$ cat src/rtl/fp8_mul_arbiter.sv
// ---------------------------------------------------------------------------
// fp8_mul_arbiter
//
// Purpose:
//   Round-robin arbiter that shares one registered FP8 multiplier among
//   NUM_REQ requesters (MAC lanes). The multiplier has one cycle of registered
//   latency and returns a 12-bit {sign, exp[3:0], mant[6:0]} product. One
//   operation is in flight at a time. Results go back on a single tagged
//   response channel that can be backpressured.
//
// Handshakes (valid/ready):
//   A transfer happens on a rising clk edge where valid and ready are both
//   high. The source holds its payload stable while valid is high and ready
//   is low. ready may depend combinationally on valid. valid may drop before
//   a transfer; an ungranted request that drops leaves no trace.
//
// Ports:
//   clk        in   1          clock
//   rst        in   1          asynchronous, active-high reset
//   req_valid  in   NUM_REQ    per-requester operand valid
//   req_a      in   8*NUM_REQ  operand A of requester i at [8i+7:8i]
//   req_b      in   8*NUM_REQ  operand B of requester i at [8i+7:8i]
//   req_ready  out  NUM_REQ    one-hot grant (or all zero)
//   mul_a      out  8          registered operand A to the multiplier
//   mul_b      out  8          registered operand B to the multiplier
//   mul_out    in   12         registered multiplier result
//   rsp_valid  out  1          response valid
//   rsp_id     out  IDW        index of the requester owning the response
//   rsp_data   out  12         product, passed straight through from mul_out
//   rsp_ready  in   1          response consumer ready
//   busy       out  1          high while in ISSUE or RESP
//   ops_done   out  16         completed-response counter (wraps)
// ---------------------------------------------------------------------------
module fp8_mul_arbiter #(
    parameter int NUM_REQ = 4,
    parameter int IDW     = $clog2(NUM_REQ)
) (
    input  logic                 clk,
    input  logic                 rst,
    input  logic [NUM_REQ-1:0]   req_valid,
    input  logic [8*NUM_REQ-1:0] req_a,
    input  logic [8*NUM_REQ-1:0] req_b,
    output logic [NUM_REQ-1:0]   req_ready,
    output logic [7:0]           mul_a,
    output logic [7:0]           mul_b,
    input  logic [11:0]          mul_out,
    output logic                 rsp_valid,
    output logic [IDW-1:0]       rsp_id,
    output logic [11:0]          rsp_data,
    input  logic                 rsp_ready,
    output logic                 busy,
    output logic [15:0]          ops_done
);

    typedef enum logic [1:0] {
        ST_IDLE  = 2'd0,
        ST_ISSUE = 2'd1,
        ST_RESP  = 2'd2
    } state_t;

    state_t         state_q;
    logic [IDW-1:0] ptr_q;
    logic [IDW-1:0] tag_q;
    logic [7:0]     mul_a_q;
    logic [7:0]     mul_b_q;
    logic           rsp_valid_q;
    logic           busy_q;
    logic [15:0]    ops_cnt;

    logic               accept_en;
    logic               grant_any;
    logic               grant;
    logic [IDW-1:0]     grant_idx;
    logic [NUM_REQ-1:0] grant_oh;
    logic [IDW-1:0]     cand;
    logic [7:0]         sel_a;
    logic [7:0]         sel_b;

    // A new operation can be taken when idle, or in the same cycle the
    // current response is consumed, so back-to-back ops have no extra bubble.
    always_comb begin
        accept_en = (state_q == ST_IDLE) || ((state_q == ST_RESP) && rsp_ready);
    end

    // Round-robin search: start one past the last granted index and take the
    // first asserted valid. The found flag keeps the earliest hit.
    always_comb begin
        grant_any = 1'b0;
        grant_idx = '0;
        grant_oh  = '0;
        cand      = '0;
        for (int k = 1; k <= NUM_REQ; k++) begin
            cand = IDW'((int'(ptr_q) + k) % NUM_REQ);
            if (!grant_any && req_valid[cand]) begin
                grant_any      = 1'b1;
                grant_idx      = cand;
                grant_oh[cand] = 1'b1;
            end
        end
    end

    always_comb begin
        grant     = accept_en && grant_any;
        req_ready = grant ? grant_oh : '0;
    end

    // Operand mux for the granted requester.
    always_comb begin
        sel_a = '0;
        sel_b = '0;
        for (int i = 0; i < NUM_REQ; i++) begin
            if (grant_idx == IDW'(i)) begin
                sel_a = req_a[8*i +: 8];
                sel_b = req_b[8*i +: 8];
            end
        end
    end

    always_ff @(posedge clk or posedge rst) begin
        if (rst) begin
            state_q     <= ST_IDLE;
            ptr_q       <= IDW'(NUM_REQ - 1);
            tag_q       <= '0;
            mul_a_q     <= '0;
            mul_b_q     <= '0;
            rsp_valid_q <= 1'b0;
            busy_q      <= 1'b0;
            ops_cnt     <= '0;
        end else begin
            // Operands are captured only at grant and then held, which keeps
            // mul_out stable for the whole RESP phase.
            if (grant) begin
                ptr_q   <= grant_idx;
                tag_q   <= grant_idx;
                mul_a_q <= sel_a;
                mul_b_q <= sel_b;
            end

            case (state_q)
                ST_IDLE: begin
                    if (grant) begin
                        state_q <= ST_ISSUE;
                        busy_q  <= 1'b1;
                    end
                end
                ST_ISSUE: begin
                    // Multiplier registers the held operands on this edge.
                    state_q     <= ST_RESP;
                    rsp_valid_q <= 1'b1;
                end
                ST_RESP: begin
                    if (rsp_ready) begin
                        ops_cnt     <= ops_cnt + 16'd1;
                        rsp_valid_q <= 1'b0;
                        busy_q      <= grant;
                        state_q     <= grant ? ST_ISSUE : ST_IDLE;
                    end
                end
                default: begin
                    state_q     <= ST_IDLE;
                    rsp_valid_q <= 1'b0;
                    busy_q      <= 1'b0;
                end
            endcase
        end
    end

    assign mul_a     = mul_a_q;
    assign mul_b     = mul_b_q;
    assign rsp_valid = rsp_valid_q;
    assign rsp_id    = tag_q;
    assign rsp_data  = mul_out;
    assign busy      = busy_q;
    assign ops_done  = ops_cnt;

endmodule
$ cat config.mk
export PLATFORM = sky130hd
export DESIGN_NAME = fp8_mul_arbiter
export DESIGN_NICKNAME = d
export VERILOG_FILES = /design/src/rtl/fp8_mul_arbiter.sv
export SDC_FILE = /design/constraint.sdc
export NUM_CORES = 1
export LEC_CHECK = 0
export BUFFER_PORTS_ARGS = -buffer_cell sky130_fd_sc_hd__buf_2
export CORE_ASPECT_RATIO = 1.1
export CORE_MARGIN = 2
export CORE_UTILIZATION = 40
export DETAILED_ROUTE_END_ITERATION = 7
export PLACE_DENSITY = 0.73
export REMOVE_ABC_BUFFERS = 1
export SETUP_SLACK_MARGIN = 0.1
export SLEW_MARGIN = 20
export SYNTH_ARGS = -nofsm -noshare
export SYNTH_HDL_FRONTEND = slang
export SYNTH_SLANG_ARGS = --single-unit
$ cat constraint.sdc
create_clock -name clk -period 6.9 [get_ports clk]
set_input_delay 0.69 -clock clk [delete_from_list [all_inputs] [get_ports clk]]
set_output_delay 0.69 -clock clk [all_outputs]
set_load 0.005 [all_outputs]
* Yosys cells after proc, flatten, opt, wreduce, memory -nomap -nowiden
Cells that the tools add are included.
** Word-level totals
- Register bits :: 40
- Output and inout port bits :: 52
** Operators by class
- Bitwise gates (word level) :: 5
- Reduce and logical (&&, ||, !) cells :: 19
- $add $sub $neg :: 5
- Equal/unequal tests :: 7
- $lt $le $gt $ge :: 8
- Multiplexer cells :: 46
** Operator list (count)
- $mux W8 :: 8
- $mux W4 :: 5
- $add A16 B1 Y16 const B :: 1
- $mux W1 :: 16
- $lt A2 B3 Y1 const B :: 4
- $mux W2 :: 6
- $or A4 B4 Y4 :: 3
- $logic_and A1 B1 Y1 :: 9
- $bmux W1 S2 :: 4
- $demux W1 S2 :: 4
- $ge A2 B1 Y1 const B :: 4
- $eq A2 B2 Y1 const B :: 3
- $pmux W1 S3 :: 2
- $pmux W2 S3 :: 1
- $reduce_and A2 Y1 :: 3
- $add A2 B1 Y2 const B :: 2
- $add A2 B2 Y2 const B :: 2
- $eq A2 B1 Y1 const B :: 2
- $logic_not A2 Y1 :: 2
- $ne A2 B2 Y1 const B :: 2
- $logic_not A1 Y1 :: 3
- $reduce_and A3 Y1 :: 1
- $not A1 Y1 :: 2
- $logic_or A1 B1 Y1 :: 1

* Logic depth before layout (Yosys ltp)
Gate-level depths: netlist (run 1).
- Depth after elaboration :: 18
- Gate-level depth with buffers :: 12

* Worst setup path after synthesis (run 1)
Ideal clock, no wire load.
- Path type :: register -> output
- From :: reg ptr_q[0]
- To :: out req_ready[0]
- Data arrival time :: 2.470 ns
- Path buffers :: 3
- Data required time :: 6.210 ns
- Setup slack :: 3.740 ns
- Cell stages (with the launch flop) :: 11
- Cell sequence :: dfstp_2 > buf_6 > buf_2 > inv_1 > ha_1 > buf_2 > and2b_1 > o31ai_1 > nor2_1 > a222oi_1 > a21oi_1
** Between the ends
- Cells in the longest elaborated chain, start to end :: 15
- Elaborated cells between the ends (all ways) :: 51
- Classes of those cells :: add/sub (4); order compare (8); mux (25); bitwise (3); reduce/logical (11)
** RTL lines
- from (decl) :: RTL line 62 : logic [IDW-1:0] ptr_q;
- from (signal assigned) :: RTL line 122 : ptr_q <= IDW'(NUM_REQ - 1);
- from (signal assigned) :: RTL line 133 : ptr_q <= grant_idx;
- branches (longest 14 deep; another with $lt A2 B3 Y1)
- $mux W4 (*) :: RTL line 104 : req_ready = grant ? grant_oh : '0;
- to (decl) :: RTL line 43 : output logic [NUM_REQ-1:0] req_ready,
Every way passes the cells marked *. The select of a mux whose other input is x is not followed.

* Final worst setup path (run 1)
- From :: reg ptr_q[0]
- To :: out req_ready[2]
The elaborated chain is that of the path after synthesis.

==> results.txt, run 1 <==
Fin crit share = 0.560
Commonest cells post-synth = dfrtp_1, nand2_1, mux2i_1
Die H = 91.2 um
Core area = 0.00663 mm^2
Clock transition at the registers of the reported paths = 0.07 ns
Final wirelength = 6260 um
GRT overflow = 0
NetSw = 596 uW
Setup tns final = 0 ns
Clock power share = 0.134
Worst hold path class = reg -> reg
Die area = 0.00759 mm^2
Most numerous cell in the Yosys netlist = dfrtp_1
Yosys warns = 0
Sequential-to-total area share from yosys stat = 0.363
Mean Syn Cell Area = 10.4 um^2
# Post-CTS Setup Buffers = 0
Via count = 2295
First-pass GRT wire length = 10100 um
Hold path start = ops_done[15]
Least-Margin Pin Slew = 0.727 ns
ANT cells = 0
Clk buf depth = 2
Initial drt markers = 57
Cell area after synthesis = 0.00276 mm^2
Status = finished clean
FF+latch count, synth = 40
Synth area leader = dfrtp_1
Crit start category = flop
Io pins = 135
Dpl cells = 433
Synthesized instance count = 265
Worst-path fanout max = 22
Proportion of layout cells with a drive suffix above 1 = 0.404
Min Clock Period, post-route = 3.87 ns
Drt drc = 0
WP data required = 6.21 ns
Vias in the first global route = 2190
Sequential power share = 0.291
Skew final = 0.00447 ns
Final Non-Filler Cells = 441
H-tree levels = 2
Worst rel slew slack = 0.514
Die W = 83.2 um
CTS buffer count = 5
Switching Share = 0.423
Cell variety after synth = 52
Worst skew pair latency = 0.29 ns
Gp weighted congestion = 0.830
FP Rows = 31
Post-CTS Hold Buffers = 0
Via/cell ratio = 5.20
Top post-synthesis cells by area = dfrtp_1, mux2i_1, nand2_1
Post_cts resized = 0
Maximum vdd ir drop = 0.213 mV
Initial Utilization = 0.417
Logic pwr share = 0.575
Placed cell area = 0.00319 mm^2
Worst path arrival time = 3.18 ns
Final Instance Area = 0.00330 mm^2
Sink count of the clock tree = 40
Primary FF master, synth = dfrtp_1
Int Pwr = 812 uW
Util after Layout = 0.497
First drt pass iteration count = 5
PwrDens = 427 mW/mm^2
Setup-failing EPs final = 0
Root buffer cell = clkbuf_8
Hpwl dp = 4780 um
Yosys top cell area share = 0.344
Nets = 450
Leak = 0.00167 uW
Routed WL per cell = 14.2 um
Fill cells = 625
Final hold violation count = 0
Setup CP Type = reg -> out
PnR worst setup slack = 3.03 ns
Critical path origin = ptr_q[0]
Total GRT Usage = 0.163
Share of flip-flops with an asynchronous set or reset = 1.00
Max Fclk = 259 MHz
FF/Latch Area = 0.00100 mm^2
Post-synth EDFFs = 0
Max-cap viol count = 0
Area of the multi-input gates = 0.00148 mm^2
Max Slew Vio Count = 0
Setup WS pre-CTS = 3.37 ns
CTS tree = done
Largest net degree at the start of global routing = 41
Post-route ant nets = 0
CP Capture Type = primary output
RSZ-0062 raised after global routing = false
Initial antenna violation count = 0
FF-to-FF Start = ptr_q[0]
IO buf count = 110
Synthesis-to-finish area growth = 19.3%
-- routing by layer --
| metal | wire length, um | track usage | up-vias | share of wire |
|---|---|---|---|---|
| met5 | 0 | 0 | - | 0 |
| met3 | 452 | 0.0527 | 9 | 0.072 |
| met2 | 3090 | 0.276 | 97 | 0.49 |
| li1 | - | - | 1129 | - |
| met1 | 2630 | 0.192 | 1060 | 0.42 |
| met4 | 83 | 0.0587 | 0 | 0.013 |
-- through the flow --
| stage | power (uW) | hold slack, ns |
|---|---|---|
| global placement | 1210 | 0.451 |
| detailed placement | 1240 | 0.461 |
| CTS | 1430 | 0.472 |
| floorplan | 991 | 0.465 |
| global route | 1530 | 0.496 |
| finish | 1410 | 0.467 |
-- worst paths after layout --
path	endpoint	slack, ns	depth (start not counted)
min in group asynchronous	ops_done[12]	0.50	3
hold reg to reg	ops_done[15]	0.47	1
setup reg to reg	mul_a[7]	3.68	7
setup / recovery	req_ready[2]	3.03	8
max in group asynchronous	ptr_q[0]	6.02	3
hold / removal	ops_done[15]	0.47	1
-- kinds of logic after synthesis --
family	count (synthesis)	share of synthesized area
multiplexers	35	0.129
adder cells (fa/ha/maj)	9	0.0408
XOR/XNOR	15	0.0476
AND/OR/NAND/NOR	80	0.144
buffers and inverters	36	0.102
flip-flops	40	0.363
AO/OA/AOI/OAI	50	0.173
-- registers in the layout, summed over array words and instances (netlist names) --
register	flops
mul_a	8
state_q	2
busy	1
mul_b	8
ops_done	16
rsp_valid	1
rsp_id	2
ptr_q	2
-- area by class of cell --
| class | count | area share |
|---|---|---|
| multi-input cells | 189 | 0.448 |
| flip-flops and latches | 40 | 0.304 |
| repair buffers | 113 | 0.174 |
| well taps | 82 | 0.0311 |
| clock buffers | 6 | 0.0220 |
| clock inverters | 2 | 0.0106 |
| inverters | 9 | 0.0102 |
-- critical path, stage by stage (launching register included) --
cell	delay, ns
dfstp_2	0.75
inv_1	0.20
ha_1	0.45
and2b_1	0.22
o31ai_1	0.49
nor2_1	0.19
a222oi_1	0.36
a21oi_1	0.10
buf_2	0.14
-- layout by cell type, fill, tap and decap left out, types with 6 or more instances in the layout --
master,netlist,final
dfrtp_1,38,38
nand2_1,37,37
buf_2,2,110
ha_1,9,9
o221ai_1,6,6
mux2i_1,31,31
xnor2_1,12,12
o221ai_2,9,9
o21ai_0,8,8
nor2_1,10,10
inv_1,9,9
-- power groups by stage --
stage / registers (uW) / clock network, uW / logic, uW
floorplan: 403 / 0 / 589
global placement: 409 / 0 / 798
detailed placement: 414 / 0 / 825
global route: 426 / 204 / 898
CTS: 412 / 193 / 821
finish: 410 / 188 / 810
No activity file was read; power rests on OpenSTA's default activity.
==> inputs of run 2 (changes only) <==
--- a/config.mk
+++ b/config.mk
@@ -5,12 +5,13 @@
 export SDC_FILE = /design/constraint.sdc
 export NUM_CORES = 1
 export LEC_CHECK = 0
+export ABC_AREA = 1
 export BUFFER_PORTS_ARGS = -buffer_cell sky130_fd_sc_hd__buf_2
 export CORE_ASPECT_RATIO = 1.1
 export CORE_MARGIN = 2
 export CORE_UTILIZATION = 40
 export DETAILED_ROUTE_END_ITERATION = 7
-export PLACE_DENSITY = 0.73
+export PLACE_DENSITY = 0.75
 export REMOVE_ABC_BUFFERS = 1
 export SETUP_SLACK_MARGIN = 0.1
 export SLEW_MARGIN = 20
==> constraint.sdc (replaced) <==
create_clock -name clk -period 3.15 [get_ports clk]
set_input_delay 0.315 -clock clk [delete_from_list [all_inputs] [get_ports clk]]
set_output_delay 0.315 -clock clk [all_outputs]
set_load 0.005 [all_outputs]
==> run 2 against run 1 <==
Effect of this change: final area increased by 4.9%; via count increased by 27%; cell count increased by 34%; count of clock-buffer cells in the layout decreased by 1; sequential share of layout area decreased by 1.4 points; sequential power increased by 120%; worst hold slack got worse by 0.34 ns; largest cell class unchanged.
==> results.txt, run 2 <==
Status = finished clean
Switching Share = 0.537 (+0.114)
Clock transition at the registers of the reported paths = 0.08 ns (about the same)
Max Fclk = 351 MHz
Logic pwr share = 0.692 (+0.117)
Worst rel slew slack = 0.475 (-0.0394)
Least-Margin Pin Slew = 0.787 ns (+0.0599 ns)
Die area = 0.00789 mm^2 (+4.0%)
Synth area leader = dfrtp_1
Worst path arrival time = 2.53 ns (-0.65 ns)
Min Clock Period, post-route = 2.85 ns
Routed WL per cell = 13.2 um (-6.9%)
Commonest cells post-synth = nand2_1, inv_1, nand3_1
WP data required = 2.83 ns (-3.38 ns)
Nets = 599 (+33%)
Initial Utilization = 0.411 (-0.00581)
Gp weighted congestion = 0.820 (-1.2%)
Sink count of the clock tree = 40 (unchanged)
Setup-failing EPs final = 0 (unchanged)
CTS buffer count = 5 (unchanged)
NetSw = 2120 uW (+260%)
Largest net degree at the start of global routing = 41 (unchanged)
Max-cap viol count = 0 (unchanged)
First drt pass iteration count = 4 (-1)
Mean Syn Cell Area = 6.98 um^2 (-33%)
Post-CTS Hold Buffers = 0 (unchanged)
Proportion of layout cells with a drive suffix above 1 = 0.314 (-0.0903)
Clk buf depth = 2 (unchanged)
Cell variety after synth = 30 (-42%)
Sequential-to-total area share from yosys stat = 0.349 (-0.0145)
Cell area after synthesis = 0.00288 mm^2 (+4.2%)
Yosys top cell area share = 0.330 (-0.0138)
# Post-CTS Setup Buffers = 0 (unchanged)
Io pins = 135 (unchanged)
Share of flip-flops with an asynchronous set or reset = 1.00 (unchanged)
Power, Total = 3950 uW (+180%)
Commonest cells after routing, fill and taps aside = nand2_1, buf_2, nand3_1
CTS tree = done
Final wirelength = 7820 um (+25%)
Hpwl dp = 5940 um (+24%)
PwrDens = 1140 mW/mm^2 (+170%)
Synthesized instance count = 412 (+55%)
Worst hold path class = in -> async
Setup WS pre-CTS = 0.393 ns (-2.98 ns)
Sequential power share = 0.223 (-0.068)
IO buf count = 110 (unchanged)
Setup CP Type = reg -> out
Core area = 0.00701 mm^2 (+5.6%)
Post_cts resized = 0 (unchanged)
Die W = 84.9 um (+2.0%)
FF+latch count, synth = 40 (unchanged)
Total GRT Usage = 0.201 (+0.0386)
Drt drc = 0 (unchanged)
Most numerous cell in the Yosys netlist = nand2_1
Fin Hold WS = 0.129 ns (-0.338 ns)
CP Capture Type = primary output
H-tree levels = 2 (unchanged)
Maximum vdd ir drop = 0.692 mV (+220%)
Synthesis-to-finish area growth = 20.2%
Initial antenna violation count = 0 (unchanged)
Setup tns final = 0 ns (unchanged)
Util after Layout = 0.494 (-0.00333)
Commonest non-fill, non-tap cell in the layout = nand2_1
FP Rows = 32 (+3.2%)
Yosys warns = 0 (unchanged)
Final hold violation count = 0 (unchanged)
Post-route ant nets = 0 (unchanged)
Via count = 2919 (+27%)
Die H = 93.0 um (+2.0%)
GRT overflow = 0 (unchanged)
Largest register FFs = 16 (unchanged)
Clock power share = 0.085 (-0.049)
Max Slew Vio Count = 0 (unchanged)
Fin crit share = 0.904
Top post-synthesis cells by area = dfrtp_1, nand2_1, nand3_1
Skew final = 0.00715 ns (+0.00268 ns)
Primary FF master, synth = dfrtp_1
Root buffer cell = clkbuf_8
PnR worst setup slack = 0.302 ns (-2.73 ns)
Int Pwr = 1830 uW (+130%)
Leak = 0.00208 uW (+25%)
Worst-path fanout max = 14 (-36%)
Initial drt markers = 81 (+42%)
Worst skew pair latency = 0.29 ns (about the same)
Vias in the first global route = 2836 (+29%)
RSZ-0062 raised after global routing = false
ANT cells = 0 (unchanged)
Via/cell ratio = 4.93 (-5.3%)
First-pass GRT wire length = 12900 um (+28%)
Crit start category = flop
Post-synth EDFFs = 0 (unchanged)
## run 2: cell count changes after synthesis, moves of 5 or more
cell      before  now
nand2_2        1   12
nand2_1       37  146
nand3_1        5   49
inv_2          0    9
xnor2_1       12    7
mux2i_1       31    0
o221ai_2       9    0
inv_1          9   49
a222oi_1       5    0
o221ai_1       6    0
## run 2: power by group through the flow
| stage | Sequential, uW | Clock, uW | Combinational [uW] |
|---|---|---|---|
| finish | 882 | 335 | 2730 |
| global route | 913 | 361 | 3160 |
| CTS | 885 | 346 | 2740 |
| detailed placement | 890 | 0 | 2740 |
| global placement | 884 | 0 | 2660 |
| floorplan | 880 | 0 | 1940 |
## run 2: worst max-delay path, cell delays in order (launching register included)
cell and delay [ns]:
dfstp_2 0.69, inv_2 0.18, ha_1 0.37, inv_1 0.08, nand2_1 0.12, nand2_2 0.13, nor2_2 0.21, nand2_1 0.07
a41oi_1 0.23, buf_2 0.15
## run 2: cells by family (layout without fill, tap and decap cells)
| family | after synthesis | in the layout | synth area share |
|---|---|---|---|
| adder cells (fa/ha/maj) | 9 | 9 | 0.0391 |
| buffers and inverters | 84 | 179 | 0.143 |
| AND/OR/NAND/NOR | 241 | 241 | 0.374 |
| XOR/XNOR | 14 | 14 | 0.0426 |
| flip-flops | 40 | 40 | 0.349 |
| AO/OA/AOI/OAI | 24 | 24 | 0.0530 |
## run 2: per-layer routing
metal	global-route usage	vias to the layer above	routed length, um	share of wire
met1	0.256	1325	3400	0.43
li1	-	1455	-	-
met3	0.0410	20	444	0.057
met2	0.335	119	3750	0.48
met5	0	-	0	0
met4	0.0767	0	222	0.028
## run 2: worst paths after layout
path	startpoint	endpoint	slack [ns]	cells after the start
min in group clk	req_b[27]	mul_b[3]	0.31	5
hold / removal	rst	ops_done[7]	0.13	3
setup reg to reg	ptr_q[0]	mul_b[0]	0.36	14
setup / recovery	ptr_q[0]	req_ready[3]	0.30	9
max in group asynchronous	rst	ptr_q[1]	2.65	3
hold reg to reg	rsp_id[1]	rsp_id[1]	0.48	2
## run 2: stage by stage
stage	instance area, um^2	cells
2_1_floorplan	2690	386
3_3_place_gp	3380	585
3_5_place_dp	3380	585
4_1_cts	3460	592
5_1_grt	3460	592
6_report	3460	592
## run 2: final cells by class
type,count,area (um^2)
clock inverter,2,12.5
inverter,58,218
multi-input combinational,288,1470
tap,85,106
sequential,40,1000
timing repair buffer,114,581
fill,704,3550
clock buffer,5,68.8
==> inputs of run 3 (changes only) <==
--- a/config.mk
+++ b/config.mk
@@ -6,12 +6,12 @@
 export NUM_CORES = 1
 export LEC_CHECK = 0
 export ABC_AREA = 1
-export BUFFER_PORTS_ARGS = -buffer_cell sky130_fd_sc_hd__buf_2
 export CORE_ASPECT_RATIO = 1.1
 export CORE_MARGIN = 2
 export CORE_UTILIZATION = 40
 export DETAILED_ROUTE_END_ITERATION = 7
-export PLACE_DENSITY = 0.75
+export DONT_BUFFER_PORTS = 1
+export PLACE_DENSITY = 0.58
 export REMOVE_ABC_BUFFERS = 1
 export SETUP_SLACK_MARGIN = 0.1
 export SLEW_MARGIN = 20
==> run 3 against run 2 <==
Effect of this change: count of clock-buffer cells in the layout rose by 1; cell count fell by 18%; global-route usage fell by 1.4 points; final area fell by 14%; non-clock buffer count fell by 107; register-to-register slack barely moved; power rose by 0.72%; worst hold slack got worse by 0.048 ns; worst setup slack improved by 0.061 ns; sequential power rose by 5.6%; first-iteration DRC count rose by 41%; combinational power fell by 5%; highest routed layer unchanged.
==> results.txt, run 3 (same netlist as run 2, synthesis figures left out) <==
Leak = 0.00166 uW (-20%)
CTS buffer count = 5 (unchanged)
Gp weighted congestion = 0.838 (+2.2%)
Setup-failing EPs final = 0 (unchanged)
Final wirelength = 7280 um (-6.8%)
WP data required = 3.33 ns (+0.50 ns)
Clock transition at the registers of the reported paths = 0.09 ns (about the same)
Skew final = 0.0131 ns (+0.00598 ns)
Min Clock Period, post-route = 2.79 ns (-0.0609 ns)
Nets = 492 (-18%)
Util after Layout = 0.424 (-0.0700)
IO buf count = 0 (-100%)
Final Instance Area = 0.00297 mm^2 (-14%)
Fill cells = 744 (+5.7%)
Sink count of the clock tree = 40 (unchanged)
Setup tns final = 0 ns (unchanged)
CP Capture Type = flop
Die W = 84.9 um (unchanged)
Synthesis-to-finish area growth = 3.17%
Die area = 0.00789 mm^2 (unchanged)
Commonest non-fill, non-tap cell in the layout = nand2_1
PwrDens = 1340 mW/mm^2 (+17%)
Via/cell ratio = 5.10 (+3.5%)
PnR worst setup slack = 0.363 ns (+0.0609 ns)
Via count = 2481 (-15%)
Drt drc = 0 (unchanged)
Final hold violation count = 0 (unchanged)
Worst skew pair latency = 0.29 ns (about the same)
First drt pass iteration count = 4 (unchanged)
Setup CP Type = reg -> reg
Max Slew Vio Count = 0 (unchanged)
Setup WS pre-CTS = 0.340 ns (-0.0530 ns)
Vias in the first global route = 2420 (-15%)
Worst rel slew slack = 0.414 (-0.0602)
Worst path arrival time = 2.97 ns (+0.44 ns)
H-tree levels = 2 (unchanged)
Maximum vdd ir drop = 0.800 mV (+16%)
Io pins = 135 (unchanged)
First-pass GRT wire length = 11800 um (-8.4%)
Largest net degree at the start of global routing = 41 (unchanged)
Crit start category = flop
Core area = 0.00701 mm^2 (unchanged)
Commonest cells after routing, fill and taps aside = nand2_1, nand3_1, inv_1
Initial Utilization = 0.411 (unchanged)
Die H = 93.0 um (unchanged)
Total GRT Usage = 0.187 (-0.0138)
Fin Hold WS = 0.0810 ns (-0.0482 ns)
Worst hold path class = in -> async
Status = finished clean
Root buffer cell = clkbuf_8
Hpwl dp = 5440 um (-8.4%)
Placed cell area = 0.00283 mm^2 (-16%)
GRT overflow = 0 (unchanged)
Post_cts resized = 0 (unchanged)
ANT cells = 0 (unchanged)
RSZ-0062 raised after global routing = false
Max Fclk = 359 MHz (+2.2%)
Worst-path fanout max = 19 (+5)
Proportion of layout cells with a drive suffix above 1 = 0.132 (-0.181)
Largest register FFs = 16 (unchanged)
Initial antenna violation count = 0 (unchanged)
FP Rows = 32 (unchanged)
Least-Margin Pin Slew = 0.877 ns (+0.0899 ns)
Clk buf depth = 2 (unchanged)
Fin crit share = 0.885 (-0.0193)
CTS tree = done
Routed WL per cell = 15.0 um (+14%)
Max-cap viol count = 0 (unchanged)
Initial drt markers = 114 (+41%)
Post-route ant nets = 0 (unchanged)
-- run 3: cell types whose count changed in the layout (fill, tap and decap cells not counted) --
cell,before,now
bufinv_16,0,1
nor2_2,2,1
clkinv_4,0,1
clkinv_2,1,0
clkinv_1,1,0
nor2_1,13,14
clkinvlp_4,1,0
buf_2,110,0
inv_2,9,10
buf_4,4,7
clkbuf_8,5,6
-- run 3: cell type report --
type                       instances  area (um^2)  share of cell area
sequential                        40         1000               0.338
inverter                          58          218              0.0733
timing repair buffer               7         52.6              0.0177
tap                               85          106              0.0358
multi-input combinational        288         1470               0.494
clock inverter                     2         38.8              0.0131
clock buffer                       6         82.6              0.0278
-- run 3: routing by layer --
metal | track usage | vias up | wire (um)
met2 | 0.310 | 110 | 3420
met1 | 0.237 | 1123 | 3240
li1 | - | 1242 | -
met5 | 0.0280 | - | 0
met3 | 0.0588 | 6 | 542
met4 | 0.0437 | 0 | 80
-- run 3: worst paths after layout --
kind / cells after the start / startpoint / slack (ns) / endpoint
hold / removal: 1 / rst / 0.08 / ops_done[15]
max in group asynchronous: 1 / rst / 2.52 / mul_a[1]
setup reg to reg: 15 / ptr_q[0] / 0.36 / mul_a[6]
hold reg to reg: 2 / mul_a[2] / 0.52 / mul_a[2]
setup / recovery: 15 / ptr_q[0] / 0.36 / mul_a[6]
min in group clk: 4 / req_b[27] / 0.21 / mul_b[3]
-- run 3: worst max-delay path: stages (launching register included) --
cell	delay, ns
dfstp_2	0.70
inv_2	0.19
ha_1	0.37
inv_1	0.10
nand2_1	0.11
nand2_2	0.17
inv_2	0.04
nand2_1	0.06
nand3_2	0.10
nand2_2	0.35
nor2_4	0.07
buf_4	0.18
nand2_1	0.06
nand3_1	0.07
nand2_1	0.07
nand2_1	0.04
-- run 3: metrics by stage --
stage | cells | total power, uW
5_1_grt | 486 | 4450
6_report | 486 | 3980
3_3_place_gp | 476 | 3460
2_1_floorplan | 386 | 2820
4_1_cts | 484 | 3970
3_5_place_dp | 476 | 3500
-- run 3: repair_timing --
item | 4_1_cts | 5_1_grt
setup endpoints to repair | 0 | 1
setup buffers | 0 | 2
hold buffers | 0 | 0
-- run 3: power by group --
group / switching, uW / internal (uW)
Clock: 196 / 259
Sequential: 203 / 728
Combinational: 1720 / 873
Total: 2120 / 1860
